--- src/rtl/fb_pkg.sv ---
// Shared definitions for the framebuffer loader: FSM state encoding,
// default framing bytes, header length and the pixel address width helper.
`timescale 1ns/1ps
package fb_pkg;

    // Loader FSM states, in frame order
    typedef enum logic [3:0] {
        ST_IDLE  = 4'd0,
        ST_ADR2  = 4'd1,
        ST_ADR1  = 4'd2,
        ST_ADR0  = 4'd3,
        ST_LEN1  = 4'd4,
        ST_LEN0  = 4'd5,
        ST_DATA  = 4'd6,
        ST_SHIFT = 4'd7,
        ST_SKIP  = 4'd8,
        ST_DONE  = 4'd9
    } fb_state_e;

    // Default frame start and acknowledge bytes
    localparam logic [7:0] SYNC_DEF = 8'hAA;
    localparam logic [7:0] ACK_DEF  = 8'h06;

    // SYNC + 3 address bytes + 2 length bytes
    localparam int HDR_LEN = 6;

    // Bits needed to address every pixel of a w x h frame
    function automatic int addr_width(input int w, input int h);
        return $clog2(w * h);
    endfunction

endpackage

--- src/rtl/fb_unpack.sv ---
// Pixel unpacker: loads one byte and emits its 8 bits MSB first on
// consecutive cycles. pix_valid and pix are flop outputs, so they can drive
// the VRAM write port directly. done marks the 8th (last) pixel cycle.
`timescale 1ns/1ps
module fb_unpack (
    input  logic       clk,
    input  logic       rst_n,
    input  logic       load,
    input  logic [7:0] din,
    output logic       pix_valid,
    output logic       pix,
    output logic       done
);

    logic [7:0] sr_q, sr_d;
    logic [2:0] cnt_q, cnt_d;
    logic       valid_q, valid_d;

    // Load a fresh byte, otherwise shift one bit out per valid cycle
    always_comb begin
        sr_d    = sr_q;
        cnt_d   = cnt_q;
        valid_d = valid_q;
        if (load) begin
            sr_d    = din;
            cnt_d   = 3'd0;
            valid_d = 1'b1;
        end else if (valid_q) begin
            sr_d  = {sr_q[6:0], 1'b0};
            cnt_d = cnt_q + 3'd1;
            if (cnt_q == 3'd7) begin
                valid_d = 1'b0;
            end
        end
    end

    // Shift register, bit counter and valid flag
    always_ff @(posedge clk or negedge rst_n) begin
        if (!rst_n) begin
            sr_q    <= 8'h00;
            cnt_q   <= 3'd0;
            valid_q <= 1'b0;
        end else begin
            sr_q    <= sr_d;
            cnt_q   <= cnt_d;
            valid_q <= valid_d;
        end
    end

    assign pix_valid = valid_q;
    assign pix       = sr_q[7];
    assign done      = valid_q && (cnt_q == 3'd7);

endmodule

--- src/rtl/fb_loader.sv ---
// Framebuffer loader: parses SYNC / 24-bit address / 16-bit count / data
// frames from the UART receive path and issues one VRAM pixel write per
// cycle, 8 pixels per data byte, MSB first, address wrapping at W*H.
// Optional macro FB_LOADER_ACK_EN: send ACK (or ACK^0x80 on error) on the
// UART transmit side when a frame finishes; otherwise TX outputs are 0.
`timescale 1ns/1ps
module fb_loader
    import fb_pkg::*;
#(
    parameter int         W    = 640,
    parameter int         H    = 480,
    parameter logic [7:0] SYNC = SYNC_DEF,
    parameter logic [7:0] ACK  = ACK_DEF,
    localparam int        AW   = addr_width(W, H)
) (
    input  logic          CLK,
    input  logic          RST_,
    input  logic [7:0]    RX_DATA,
    input  logic          RX_STB,
    output logic          WE,
    output logic [AW-1:0] WADDR,
    output logic          WDATA,
    output logic          BUSY,
    output logic          ERR,
    input  logic          ERR_CLR,
    output logic [7:0]    TX_DATA,
    output logic          TX_STB,
    output logic [3:0]    DBG_STATE
);

    localparam logic [AW:0]   NPIX_EXT = (AW + 1)'(W * H);
    localparam logic [AW-1:0] LAST_PIX = AW'(W * H - 1);

    fb_state_e     state_q, state_d;

    // Holding register handshake: RX_STB is a one-cycle "valid" with no
    // ready; the byte lands in hold_q and sets hold_full_q. The FSM raises
    // consume when it takes the byte. A strobe that finds the register
    // full and not being consumed that cycle is dropped and flags ERR.
    logic [7:0]    hold_q, hold_d;
    logic          hold_full_q, hold_full_d;
    logic          consume;
    logic          overrun;

    logic [AW-1:0] hdr_addr_q, hdr_addr_d;
    logic [7:0]    len_hi_q, len_hi_d;
    logic [15:0]   cnt_q, cnt_d;
    logic [AW-1:0] waddr_q, waddr_d;
    logic          err_q, err_d;
    logic          busy_q, busy_d;
    logic          addr_err;
    logic [15:0]   len_full;

    logic          unp_load;
    logic          unp_valid;
    logic          unp_pix;
    logic          unp_done;

    fb_unpack u_unpack (
        .clk       (CLK),
        .rst_n     (RST_),
        .load      (unp_load),
        .din       (hold_q),
        .pix_valid (unp_valid),
        .pix       (unp_pix),
        .done      (unp_done)
    );

    assign len_full = {len_hi_q, hold_q};

    // Holding register: load on strobe, free on consume, drop on overrun
    always_comb begin
        hold_d      = hold_q;
        hold_full_d = hold_full_q;
        overrun     = 1'b0;
        if (consume) begin
            hold_full_d = 1'b0;
        end
        if (RX_STB) begin
            if (hold_full_q && !consume) begin
                overrun = 1'b1;
            end else begin
                hold_d      = RX_DATA;
                hold_full_d = 1'b1;
            end
        end
    end

    // Frame FSM: header capture, address check, data/skip byte accounting
    always_comb begin
        state_d    = state_q;
        consume    = 1'b0;
        unp_load   = 1'b0;
        hdr_addr_d = hdr_addr_q;
        len_hi_d   = len_hi_q;
        cnt_d      = cnt_q;
        waddr_d    = waddr_q;
        addr_err   = 1'b0;

        // Each written pixel advances the address, wrapping at the frame end
        if (unp_valid) begin
            waddr_d = (waddr_q == LAST_PIX) ? '0 : waddr_q + 1'b1;
        end

        case (state_q)
            ST_IDLE: begin
                if (hold_full_q) begin
                    consume = 1'b1;
                    if (hold_q == SYNC) begin
                        state_d = ST_ADR2;
                    end
                end
            end
            ST_ADR2, ST_ADR1, ST_ADR0: begin
                if (hold_full_q) begin
                    consume = 1'b1;
                    // Address bits above AW fall off the top of the shift
                    hdr_addr_d = AW'({hdr_addr_q, hold_q});
                    case (state_q)
                        ST_ADR2: state_d = ST_ADR1;
                        ST_ADR1: state_d = ST_ADR0;
                        default: state_d = ST_LEN1;
                    endcase
                end
            end
            ST_LEN1: begin
                if (hold_full_q) begin
                    consume  = 1'b1;
                    len_hi_d = hold_q;
                    state_d  = ST_LEN0;
                end
            end
            ST_LEN0: begin
                if (hold_full_q) begin
                    consume = 1'b1;
                    cnt_d   = len_full;
                    if ({1'b0, hdr_addr_q} >= NPIX_EXT) begin
                        addr_err = 1'b1;
                        state_d  = ST_SKIP;
                    end else if (len_full == 16'd0) begin
                        state_d = ST_DONE;
                    end else begin
                        waddr_d = hdr_addr_q;
                        state_d = ST_DATA;
                    end
                end
            end
            ST_DATA: begin
                if (hold_full_q) begin
                    consume  = 1'b1;
                    unp_load = 1'b1;
                    if (cnt_q != 16'd0) begin
                        cnt_d = cnt_q - 16'd1;
                    end
                    state_d = ST_SHIFT;
                end
            end
            ST_SHIFT: begin
                if (unp_done) begin
                    state_d = (cnt_q != 16'd0) ? ST_DATA : ST_DONE;
                end
            end
            ST_SKIP: begin
                if (cnt_q == 16'd0) begin
                    state_d = ST_DONE;
                end else if (hold_full_q) begin
                    consume = 1'b1;
                    cnt_d   = cnt_q - 16'd1;
                    if (cnt_q == 16'd1) begin
                        state_d = ST_DONE;
                    end
                end
            end
            ST_DONE: begin
                state_d = ST_IDLE;
            end
            default: begin
                state_d = ST_IDLE;
            end
        endcase
    end

    // Sticky error and busy flag; a new error beats a same-cycle clear
    always_comb begin
        err_d = err_q;
        if (ERR_CLR) begin
            err_d = 1'b0;
        end
        if (overrun || addr_err) begin
            err_d = 1'b1;
        end
        busy_d = !((state_d == ST_IDLE) || (state_d == ST_DONE));
    end

    // Loader state, holding register, header and counter registers
    always_ff @(posedge CLK or negedge RST_) begin
        if (!RST_) begin
            state_q     <= ST_IDLE;
            hold_q      <= 8'h00;
            hold_full_q <= 1'b0;
            hdr_addr_q  <= '0;
            len_hi_q    <= 8'h00;
            cnt_q       <= 16'd0;
            waddr_q     <= '0;
            err_q       <= 1'b0;
            busy_q      <= 1'b0;
        end else begin
            state_q     <= state_d;
            hold_q      <= hold_d;
            hold_full_q <= hold_full_d;
            hdr_addr_q  <= hdr_addr_d;
            len_hi_q    <= len_hi_d;
            cnt_q       <= cnt_d;
            waddr_q     <= waddr_d;
            err_q       <= err_d;
            busy_q      <= busy_d;
        end
    end

`ifdef FB_LOADER_ACK_EN
    logic [7:0] tx_data_q, tx_data_d;
    logic       tx_stb_q, tx_stb_d;

    // Acknowledge is registered so it appears exactly on the DONE cycle
    always_comb begin
        tx_stb_d  = (state_d == ST_DONE);
        tx_data_d = 8'h00;
        if (tx_stb_d) begin
            tx_data_d = err_d ? (ACK ^ 8'h80) : ACK;
        end
    end

    // Acknowledge byte and strobe registers
    always_ff @(posedge CLK or negedge RST_) begin
        if (!RST_) begin
            tx_data_q <= 8'h00;
            tx_stb_q  <= 1'b0;
        end else begin
            tx_data_q <= tx_data_d;
            tx_stb_q  <= tx_stb_d;
        end
    end

    assign TX_DATA = tx_data_q;
    assign TX_STB  = tx_stb_q;
`else
    // No acknowledge path: transmit side held at zero
    assign TX_DATA = ACK & 8'h00;
    assign TX_STB  = 1'b0;
`endif

    assign WE        = unp_valid;
    assign WDATA     = unp_pix;
    assign WADDR     = waddr_q;
    assign BUSY      = busy_q;
    assign ERR       = err_q;
    assign DBG_STATE = state_q;

endmodule

--- config.mk ---
export PLATFORM = sky130hd
export DESIGN_NAME = fb_loader
export DESIGN_NICKNAME = d
export VERILOG_FILES = /design/src/rtl/fb_pkg.sv /design/src/rtl/fb_unpack.sv /design/src/rtl/fb_loader.sv
export SDC_FILE = /design/constraint.sdc
export NUM_CORES = 1
export LEC_CHECK = 0
export ABC_CLOCK_PERIOD_IN_PS = 3500
export CORE_UTILIZATION = 54
export DETAILED_ROUTE_END_ITERATION = 10
export GPL_TIMING_DRIVEN = 0
export PLACE_DENSITY = 0.86
export SETUP_SLACK_MARGIN = 0.15
export SYNTH_ARGS = -nofsm -noshare
export SYNTH_HDL_FRONTEND = slang
export SYNTH_HIERARCHICAL = 1
export SYNTH_SLANG_ARGS = --single-unit
--- constraint.sdc ---
create_clock -name CLK -period 3.5 [get_ports CLK]
set_input_delay 0.35 -clock CLK [delete_from_list [all_inputs] [get_ports CLK]]
set_output_delay 0.35 -clock CLK [all_outputs]
set_load 0.005 [all_outputs]
==> flow_summary_export.csv, run 1 <==
group,metric,value,unit
clock_network,insertion_delay,0.37,ns
yosys,yosysTopAreaCellShare,48.24,%
setup_path,cp_slowest_cell,"dfrtp_1",
clock_network,cts_sinks,89,
setup_path,crit_path_end_kind,"flip-flop",
placed_design,io_buffers,38,
timing,maxSlewHeadroom,35.98,%
yosys,synth-edff-count,0,
timing,rsz0062_at_grt,"false",
yosys,synth_cell_type_count,61,
setup_path,r2r_cells,7,
timing,tightest_slew,0.9516,ns
yosys,synth_top_flop_cell,"dfrtp_1",
timing,timing.final.hold_violations,0,
die,core,8258,um^2
global_routing,grt_pass1_vias,3681,
global_routing,grt_max_degree,49,
setup_path,crit_buf_inv,1,
run,maxCapViolCount,0,
cells_and_area,seq_area,2227,um^2
cells_and_area,num_antenna_cells,0,
clock_network,cts-buffers-inserted,9,
run_status,status,"finished clean",
clock_network,clk_path_buf_depth,2,
yosys,synthArstFlopShare,100.0,%
setup_path,cp-start-kind,"flip-flop",
setup_path,crit_fanout,8,
timing,max_freq,418.4,MHz
drt,num_vias,3848,
setup_path,critical-path-top-delay-family,"simple AND/OR/NAND/NOR gates",
setup_path,cp.depth,7,
clock_network,postCtsResizedCells,0,
drt,postRouteAntennaNets,0,
clock_network,htreeDepth,3,
yosys,yosysWarnings,6,
cells_and_area,n_fill_cell,648,
setup_path,worst-setup-path-type,"reg2reg",
drt,drc,0,
setup_path,critPathRequiredTime,3.75,ns
cells_and_area,final_common_cell,"dfrtp_1",
yosys,synth.ff_latch_count,89,
cells_and_area,final_cell_mix,"dfrtp_1 (89), nand2_1 (52), clkdlybuf4s50_1 (37), o21ai_1 (35), nor2_1 (29)",
placed_design,gp_congestion,0.8827,
power,peakVddDrop,517.6,uV
yosys,syn_area,4617,um^2
yosys,yosysTopAreaCell,"dfrtp_1",
yosys,synth.area.top_cells,"dfrtp_1 (48%), mux2_2 (6.6%), nand2_1 (4.2%)",
drt,drt_iter0_markers,322,
yosys,synthCells,457,
timing,clock_skew,0.008453,ns
placed_design,hpwl,7.554,mm
power,power_leakage,0.002306,uW
worst_hold_path,worstHoldPathType,"in2async",
die,start_util,55.91,%
timing,final-setup-viol-count,0,
clock_network,cts_tree,"yes",
cells_and_area,fin_nets,534,
power,totalPowerFinal,4804,uW
timing,min_period,2.390,ns
global_routing,antenna_found_initial,0,
cells_and_area,layout-drive-gt1-share,16.12,%
drt,drt-vias-per-instance,6.147,
cells_and_area,syn2layout_area_growth,17.86,%
clock_network,clock-root-buffer,"clkbuf_8",
clock_network,cts_setup_buffers,0,
die,fp.dieArea,8924,um^2
global_routing,grt_pass1_wl,18.24,mm
setup_path,critPathMaxStageDelay,0.46,ns
global_routing,gr-total-overflow,0,
drt,drtPass1Iterations,6,
timing,drv_slew,0,
clock_network,ctsHoldBuffers,1,
timing,fin_crit_sh,68.29,%
power,powerDensity,882.8,nW/um^2
setup_path,arrival,2.64,ns
die,die_y,94.47,um
timing,fin_setup_tns,0,ns
yosys,avgSynthCellArea,10.10,um^2
die,fp-row-count,33,
setup_path,crit_chain,"nor3_2 -> nand4_1 -> nor2_2 -> o221a_2 -> nand2b_1 -> buf_4 -> mux2_1",
clock_network,clkTransAtPathRegs,0.09,ns
cells_and_area,multi_input_area,2185,um^2
die,die_w,94.47,um
drt,wl_per_cell,17.51,um
die,ios,48,
yosys,synth_sequential_area_ratio,48.24,%
global_routing,grt_usage,26.99,%
drt,drt_wl_total,10.96,mm
==> where the power goes <==
| part | switching (uW) | internal, uW |
|---|---|---|
| logic | 934 | 992 |
| clock network | 395 | 483 |
| registers | 517 | 1480 |
==> worst paths after layout <==
check,startpoint,to,slack (ns)
min in group CLK,ERR,ERR,0.53
hold / removal,RST_,WADDR[11],0.50
max in group asynchronous,RST_,cnt_q[2],2.36
setup / recovery,cnt_q[8],hold_q[7],1.11
hold reg to reg,ERR,ERR,0.53
setup reg to reg,cnt_q[8],hold_q[7],1.11
==> sequential cells by signal, indices dropped and copies added, names as in the netlist <==
name and cells:
BUSY 1, DBG_STATE 4, ERR 1, WADDR 19, cnt_q 16, hdr_addr_q 19, hold_full_q 1, hold_q 8
len_hi_q 8, u_unpack/cnt_q 3, u_unpack/pix_valid 1, u_unpack/sr_q 8
==> stage by stage <==
step | worst slack [ns] | utilization (%) | cells | hold slack [ns] | cell area, um^2
after global placement | -0.9967 | 62.47 | 608 | 0.4868 | 5159
after detailed placement | 1.196 | 62.77 | 609 | 0.3727 | 5184
after floorplan | 1.528 | - | 465 | 0.05441 | 4647
after global routing | 0.9329 | 65.89 | 626 | 0.5388 | 5441
after CTS | 1.158 | 65.89 | 626 | 0.5251 | 5441
final | 1.110 | 65.89 | 626 | 0.5050 | 5441
==> cells by family after synthesis <==
kind of cell | share of synthesized area [%]
other | 0.08122
adders and majority gates | 1.626
xor gates and xnor gates | 3.794
muxes | 10.49
buffers and inverters | 5.095
DFF | 48.24
and+or+nand+nor | 16.88
AOI/OAI and AO/OA | 13.79
==> cells in the mapped netlist (all sizes together), types with 9 or more instances <==
cell type	instances
mux2i	9
nor3	13
nand2	52
nor2	31
buf	23
dfrtp	89
and3	9
a21oi	20
nor4	9
mux2	35
xor2	13
o21ai	54
inv	11
==> layout make-up <==
type                    instances  area share, %
flip-flops and latches         89          40.93
multi-input cells             335          40.15
repair buffers                 40          7.634
plain buffers                  30          3.564
well taps                     105          2.414
clock buffers                   9          2.276
clock inverters                 7          2.276
inverters                      11         0.7588
==> metal layers <==
| metal | share of wire (%) | vias to the layer above | global-route usage [%] | wire length, um |
|---|---|---|---|---|
| li1 | - | 1726 | - | - |
| met1 | 43 | 1885 | 35.60 | 4674 |
| met2 | 47 | 194 | 42.63 | 5151 |
| met3 | 6.9 | 43 | 5.395 | 756 |
| met4 | 3.5 | 0 | 13.26 | 381 |
| met5 | 0 | - | 0 | 0 |
(Power assumes the default switching activity.)
==> inputs of run 2 (changes only) <==
- ABC_CLOCK_PERIOD_IN_PS: 3500 -> 2300
- clock period: 3.5 -> 2.3 ns (I/O delays scaled with it)
==> run 2 against run 1 <==
  * Non-clock buffer count rose by 8
  * Register-to-register slack got worse by 0.96 ns
  * Core utilization rose by 2.7 points
  * Setup slack got worse by 0.96 ns
  * Cell area rose by 4.0%
  * Clock power rose by 51%
  * Sequential power rose by 55%
  * Cell count rose by 1.3%
  * Largest power group is now combinational logic
==> flow_summary_export.csv, run 2 (same netlist as run 1, synthesis figures left out) <==
group,metric,value,unit
global_routing,gr-total-overflow,0,
clock_network,cts-buffers-inserted,9,
power,power_leakage,0.002398,uW
timing,min_period,2.145,ns
timing,clock_skew,0.007209,ns
setup_path,arrival,2.41,ns
setup_path,critical-path-top-delay-family,"simple AND/OR/NAND/NOR gates",
placed_design,hpwl,7.554,mm
timing,rsz0062_at_grt,"true",
global_routing,antenna_found_initial,0,
global_routing,grt_usage,27.44,%
global_routing,grt_max_degree,49,
clock_network,clock-root-buffer,"clkbuf_8",
die,start_util,55.91,%
setup_path,r2r_cells,8,
drt,drt-vias-per-instance,6.196,
clock_network,insertion_delay,0.37,ns
cells_and_area,syn2layout_area_growth,22.60,%
drt,drc,0,
cells_and_area,num_antenna_cells,0,
setup_path,critPathRequiredTime,2.56,ns
run,maxCapViolCount,0,
timing,timing.final.hold_violations,0,
worst_hold_path,worstHoldPathType,"in2async",
setup_path,critPathMaxStageDelay,0.44,ns
setup_path,crit_buf_inv,2,
cells_and_area,layout-drive-gt1-share,22.68,%
power,peakVddDrop,796.7,uV
timing,tightest_slew,0.7162,ns
die,fp.dieArea,8924,um^2
drt,drtPass1Iterations,5,
cells_and_area,fin_area,5660,um^2
drt,wl_per_cell,18.07,um
clock_network,cts_sinks,89,
run_status,status,"finished clean",
placed_design,place_area,5184,um^2
die,die_w,94.47,um
clock_network,cts_tree,"yes",
drt,num_vias,3928,
placed_design,io_buffers,38,
setup_path,crit_chain,"inv_1 -> ha_2 -> inv_1 -> nor3_4 -> nand3_4 -> or3b_4 -> o22a_1 -> o22a_1",
placed_design,gp_congestion,0.8827,
drt,postRouteAntennaNets,0,
die,die_y,94.47,um
power,powerDensity,1347,nW/um^2
drt,drt_iter0_markers,371,
clock_network,htreeDepth,3,
timing,final-setup-viol-count,0,
timing,max_freq,466.1,MHz
timing,fin_ws,0.1547,ns
setup_path,cp-start-kind,"flip-flop",
die,fp-row-count,33,
placed_design,dpl_worst_slack,-0.003613,ns
cells_and_area,final_cell_mix,"dfrtp_1 (86), nand2_1 (52), clkdlybuf4s50_1 (37), o21ai_1 (34), nor2_1 (28)",
setup_path,worst-setup-path-type,"reg2reg",
clock_network,clk_path_buf_depth,2,
timing,maxSlewHeadroom,51.99,%
timing,fin_hold_ws,0.3835,ns
timing,fin_crit_sh,93.27,%
cells_and_area,final_common_cell,"dfrtp_1",
drt,drt_wl_total,11.46,mm
cells_and_area,fin_nets,542,
die,core,8258,um^2
setup_path,crit_fanout,5,
global_routing,grt_pass1_vias,3747,
global_routing,grt_pass1_wl,18.51,mm
setup_path,crit_path_end_kind,"flip-flop",
cells_and_area,finish.utilization,68.55,%
timing,drv_slew,0,
setup_path,cp.depth,8,
clock_network,clkTransAtPathRegs,0.09,ns
setup_path,cp_slowest_cell,"or3b_4",
die,ios,48,
run 2: cell type report:
type,instances,area [um^2]
Buffer,30,207.7
Clock buffer,9,123.9
Clock inverter,7,123.9
Fill cell,625,2597
Inverter,11,41.29
Multi-Input combinational cell,335,2326
Sequential cell,89,2231
Tap cell,105,131.4
Timing Repair Buffer,48,475.5
run 2: where the power goes:
part	internal [uW]	switching, uW
registers	2260	850
logic	1670	1510
clock network	735	599
total	4660	2960
run 2: final timing paths:
path,end,slack (ns),startpoint
max reg2reg,cnt_q[12],0.15,cnt_q[1]
min reg2reg,WADDR[2],0.53,hdr_addr_q[2]
max,cnt_q[12],0.15,cnt_q[1]
min,WADDR[11],0.38,RST_
min in group CLK,hold_q[4],0.47,RX_DATA[4]
max in group asynchronous,cnt_q[0],1.27,RST_
run 2: through the flow:
stage	setup TNS (ns)	power, uW	std cells
after global routing	0	8066	634
after global placement	-184.44	5722	608
after floorplan	0	4805	465
after CTS	0	7365	627
final	0	7623	634
after detailed placement	-0.003613	5904	609
run 2: per-layer routing:
layer | GRT usage (%) | vias up | part of all wire (%)
met1 | 35.60 | 1925 | 41
met3 | 5.878 | 45 | 6.9
met4 | 13.89 | 0 | 3.5
li1 | - | 1747 | -
met5 | 0 | - | 0
met2 | 43.54 | 211 | 48
run 2: timing repair:
item                                    4_1_cts  5_1_grt
gates resized for setup                      11       31
hold endpoints to repair                     41        0
hold buffers                                  1        0
buffers inserted                              1        7
pin swaps                                     3        5
endpoints found under the setup margin       29       42
==> inputs of run 3 (changes only) <==
- SYNTH_HIERARCHICAL: 1 -> not set
==> run 3 against run 2 <==
  * Sequential power about the same
  * Worst hold slack worse by 0.047 ns
  * Clock skew rose by 0.0072 ns
  * Flip-flop and latch count unchanged
  * Combinational power is 6% higher
  * Clock power down 16%
  * Setup slack improved by 0.013 ns
  * Non-clock buffer count increased by 10
  * Count of clock-buffer cells in the layout grew 2
  * Via count up 0.20%
  * Critical endpoint is now hold_q[5]
==> flow_summary_export.csv, run 3 <==
group,metric,value,unit
run_status,status,"finished clean",
cells_and_area,final_cell_mix,"dfrtp_1 (81), nand2_1 (41), o21ai_0 (37), clkdlybuf4s50_1 (37), nor2_1 (28)",
yosys,synth_most_common_cell,"dfrtp_1",
die,die_w,94.59,um
power,totalPowerFinal,7575,uW
setup_path,critPathMaxStageDelay,0.46,ns
power,powerDensity,1314,nW/um^2
drt,wl_per_cell,18.55,um
setup_path,crit_fanout,8,
drt,drt_wl_total,11.85,mm
drt,drt-vias-per-instance,6.160,
setup_path,crit_chain,"nor4_4 -> and4_4 -> and2_4 -> o221a_4 -> nand2b_4 -> buf_8 -> mux2_4",
die,ios,48,
timing,fin_setup_tns,0,ns
drt,drc,0,
global_routing,grt_usage,27.24,%
cells_and_area,seq_area,2237,um^2
timing,clock_skew,0.01439,ns
placed_design,hpwl,7.833,mm
yosys,synth_common_cells,"dfrtp_1 (89), nand2_1 (41), o21ai_0 (37)",
cells_and_area,fin_nets,547,
clock_network,htreeDepth,3,
clock_network,clkTransAtPathRegs,0.10,ns
timing,tightest_slew,0.6882,ns
worst_hold_path,worstHoldPathType,"in2async",
cells_and_area,num_antenna_cells,0,
drt,drt_iter0_markers,368,
yosys,avgSynthCellArea,10.20,um^2
clock_network,clk_path_buf_depth,2,
die,fp.dieArea,8947,um^2
timing,timing.final.hold_violations,0,
timing,min_period,2.132,ns
die,start_util,56.06,%
setup_path,cp-start-kind,"flip-flop",
clock_network,cts_tree,"yes",
power,power_leakage,0.002449,uW
yosys,yosysTopAreaCell,"dfrtp_1",
timing,fin_crit_sh,92.69,%
die,fp-row-count,33,
setup_path,critPathRequiredTime,2.54,ns
global_routing,grt_max_degree,64,
global_routing,grt_pass1_wl,18.51,mm
cells_and_area,n_fill_cell,597,
yosys,synth.area.top_cells,"dfrtp_1 (48%), mux2_2 (8.5%), o21ai_0 (4.0%)",
yosys,synth-edff-count,0,
yosys,synth_sequential_area_ratio,48.11,%
cells_and_area,layout-drive-gt1-share,26.59,%
cells_and_area,final_common_cell,"dfrtp_1",
timing,fin_ws,0.1681,ns
yosys,syn_area,4629,um^2
clock_network,clock-root-buffer,"clkbuf_8",
yosys,synth_top_flop_cell,"dfrtp_1",
yosys,yosysWarnings,0,
placed_design,io_buffers,38,
yosys,synth.ff_latch_count,89,
placed_design,gp_congestion,0.9260,
setup_path,crit_path_end_kind,"flip-flop",
yosys,synth_cell_type_count,59,
timing,maxSlewHeadroom,54.12,%
setup_path,worst-setup-path-type,"reg2reg",
drt,drtPass1Iterations,5,
run,maxCapViolCount,0,
global_routing,gr-total-overflow,0,
setup_path,cp_slowest_cell,"dfrtp_2",
cells_and_area,syn2layout_area_growth,24.54,%
timing,final-setup-viol-count,0,
die,core,8258,um^2
clock_network,cts-buffers-inserted,9,
global_routing,grt_pass1_vias,3730,
setup_path,arrival,2.38,ns
yosys,yosysTopAreaCellShare,48.11,%
placed_design,dpl_worst_slack,-0.2233,ns
timing,max_freq,469.1,MHz
global_routing,antenna_found_initial,0,
clock_network,cts_sinks,89,
yosys,synthArstFlopShare,100.0,%
cells_and_area,multi_input_area,2396,um^2
clock_network,insertion_delay,0.36,ns
die,die_y,94.59,um
timing,rsz0062_at_grt,"true",
drt,postRouteAntennaNets,0,
drt,num_vias,3936,
power,peakVddDrop,763.3,uV
yosys,synthCells,454,
timing,drv_slew,0,
==> run 3: logic make-up after synthesis <==
logic type	share of synthesized area (%)
compound gates	13.81
xor+xnor	3.405
fa+ha+maj	1.622
buf+inv	4.541
flops	48.11
mux	10.89
other cells	0.08100
simple gates	17.54
==> run 3: final timing paths <==
path | start | end | slack [ns] | cells past startpoint
max | cnt_q[10] | hold_q[5] | 0.17 | 7
min | RST_ | WADDR[8] | 0.34 | 2
max reg2reg | cnt_q[10] | hold_q[5] | 0.17 | 7
min reg2reg | hdr_addr_q[4] | WADDR[4] | 0.52 | 2
max in group asynchronous | RST_ | hold_q[4] | 1.30 | 3
min in group CLK | RX_DATA[7] | hold_q[7] | 0.49 | 2
==> run 3: critical path, delay by kind of cell (launching register included) <==
kind / cells / cell delay [ns]
and+or+nand+nor: 4 / 0.91
muxes: 1 / 0.31
DFF: 1 / 0.46
AOI/OAI and AO/OA: 1 / 0.19
buffers and inverters: 1 / 0.15
==> run 3: metrics by stage <==
step / instances / hold slack [ns] / area (um^2) / utilization [%]
CTS: 630 / 0.3367 / 5582 / 67.59
global placement: 605 / 0.4701 / 5171 / 62.62
detailed placement: 606 / 0.1777 / 5196 / 62.92
global route: 639 / 0.3752 / 5766 / 69.82
floorplan: 462 / -0.06559 / 4659 / -
finish: 639 / 0.3365 / 5766 / 69.82
==> run 3: report_power, final <==
| part | internal, uW | total, uW | leakage (uW) | switching, uW |
|---|---|---|---|---|
| Combinational | 1740 | 3360 | 0.00126 | 1620 |
| Clock | 543 | 1120 | 0.000102 | 580 |
| Sequential | 2290 | 3090 | 0.00109 | 802 |
| Total | 4570 | 7580 | 0.00245 | 3010 |
==> run 3: timing repair <==
action                     4_1_cts  5_1_grt
pin swaps                        3       15
setup endpoints to repair       53       53
gates resized for setup         27       35
gates cloned                     0        1
hold endpoints to repair        26        0
buffers inserted                 8        8
hold buffers                     1        0
==> run 3: final cells by class <==
type	instances	share of cell area [%]
Buffer	31	3.581
Clock buffer	11	2.452
Clock inverter	5	1.085
Inverter	8	0.5208
Multi-Input combinational cell	333	41.56
Sequential cell	89	38.80
Tap cell	105	2.279
Timing Repair Buffer	57	9.722
==> run 3: per-layer routing <==
layer,vias to the layer above,share of wire [%],wire length (um),GRT usage [%]
met3,32,5.5,655,4.670
met5,-,0,0,0
met2,180,48,5656,43.36
met1,1961,44,5208,37.25
li1,1763,-,-,-
met4,0,2.8,333,10.73
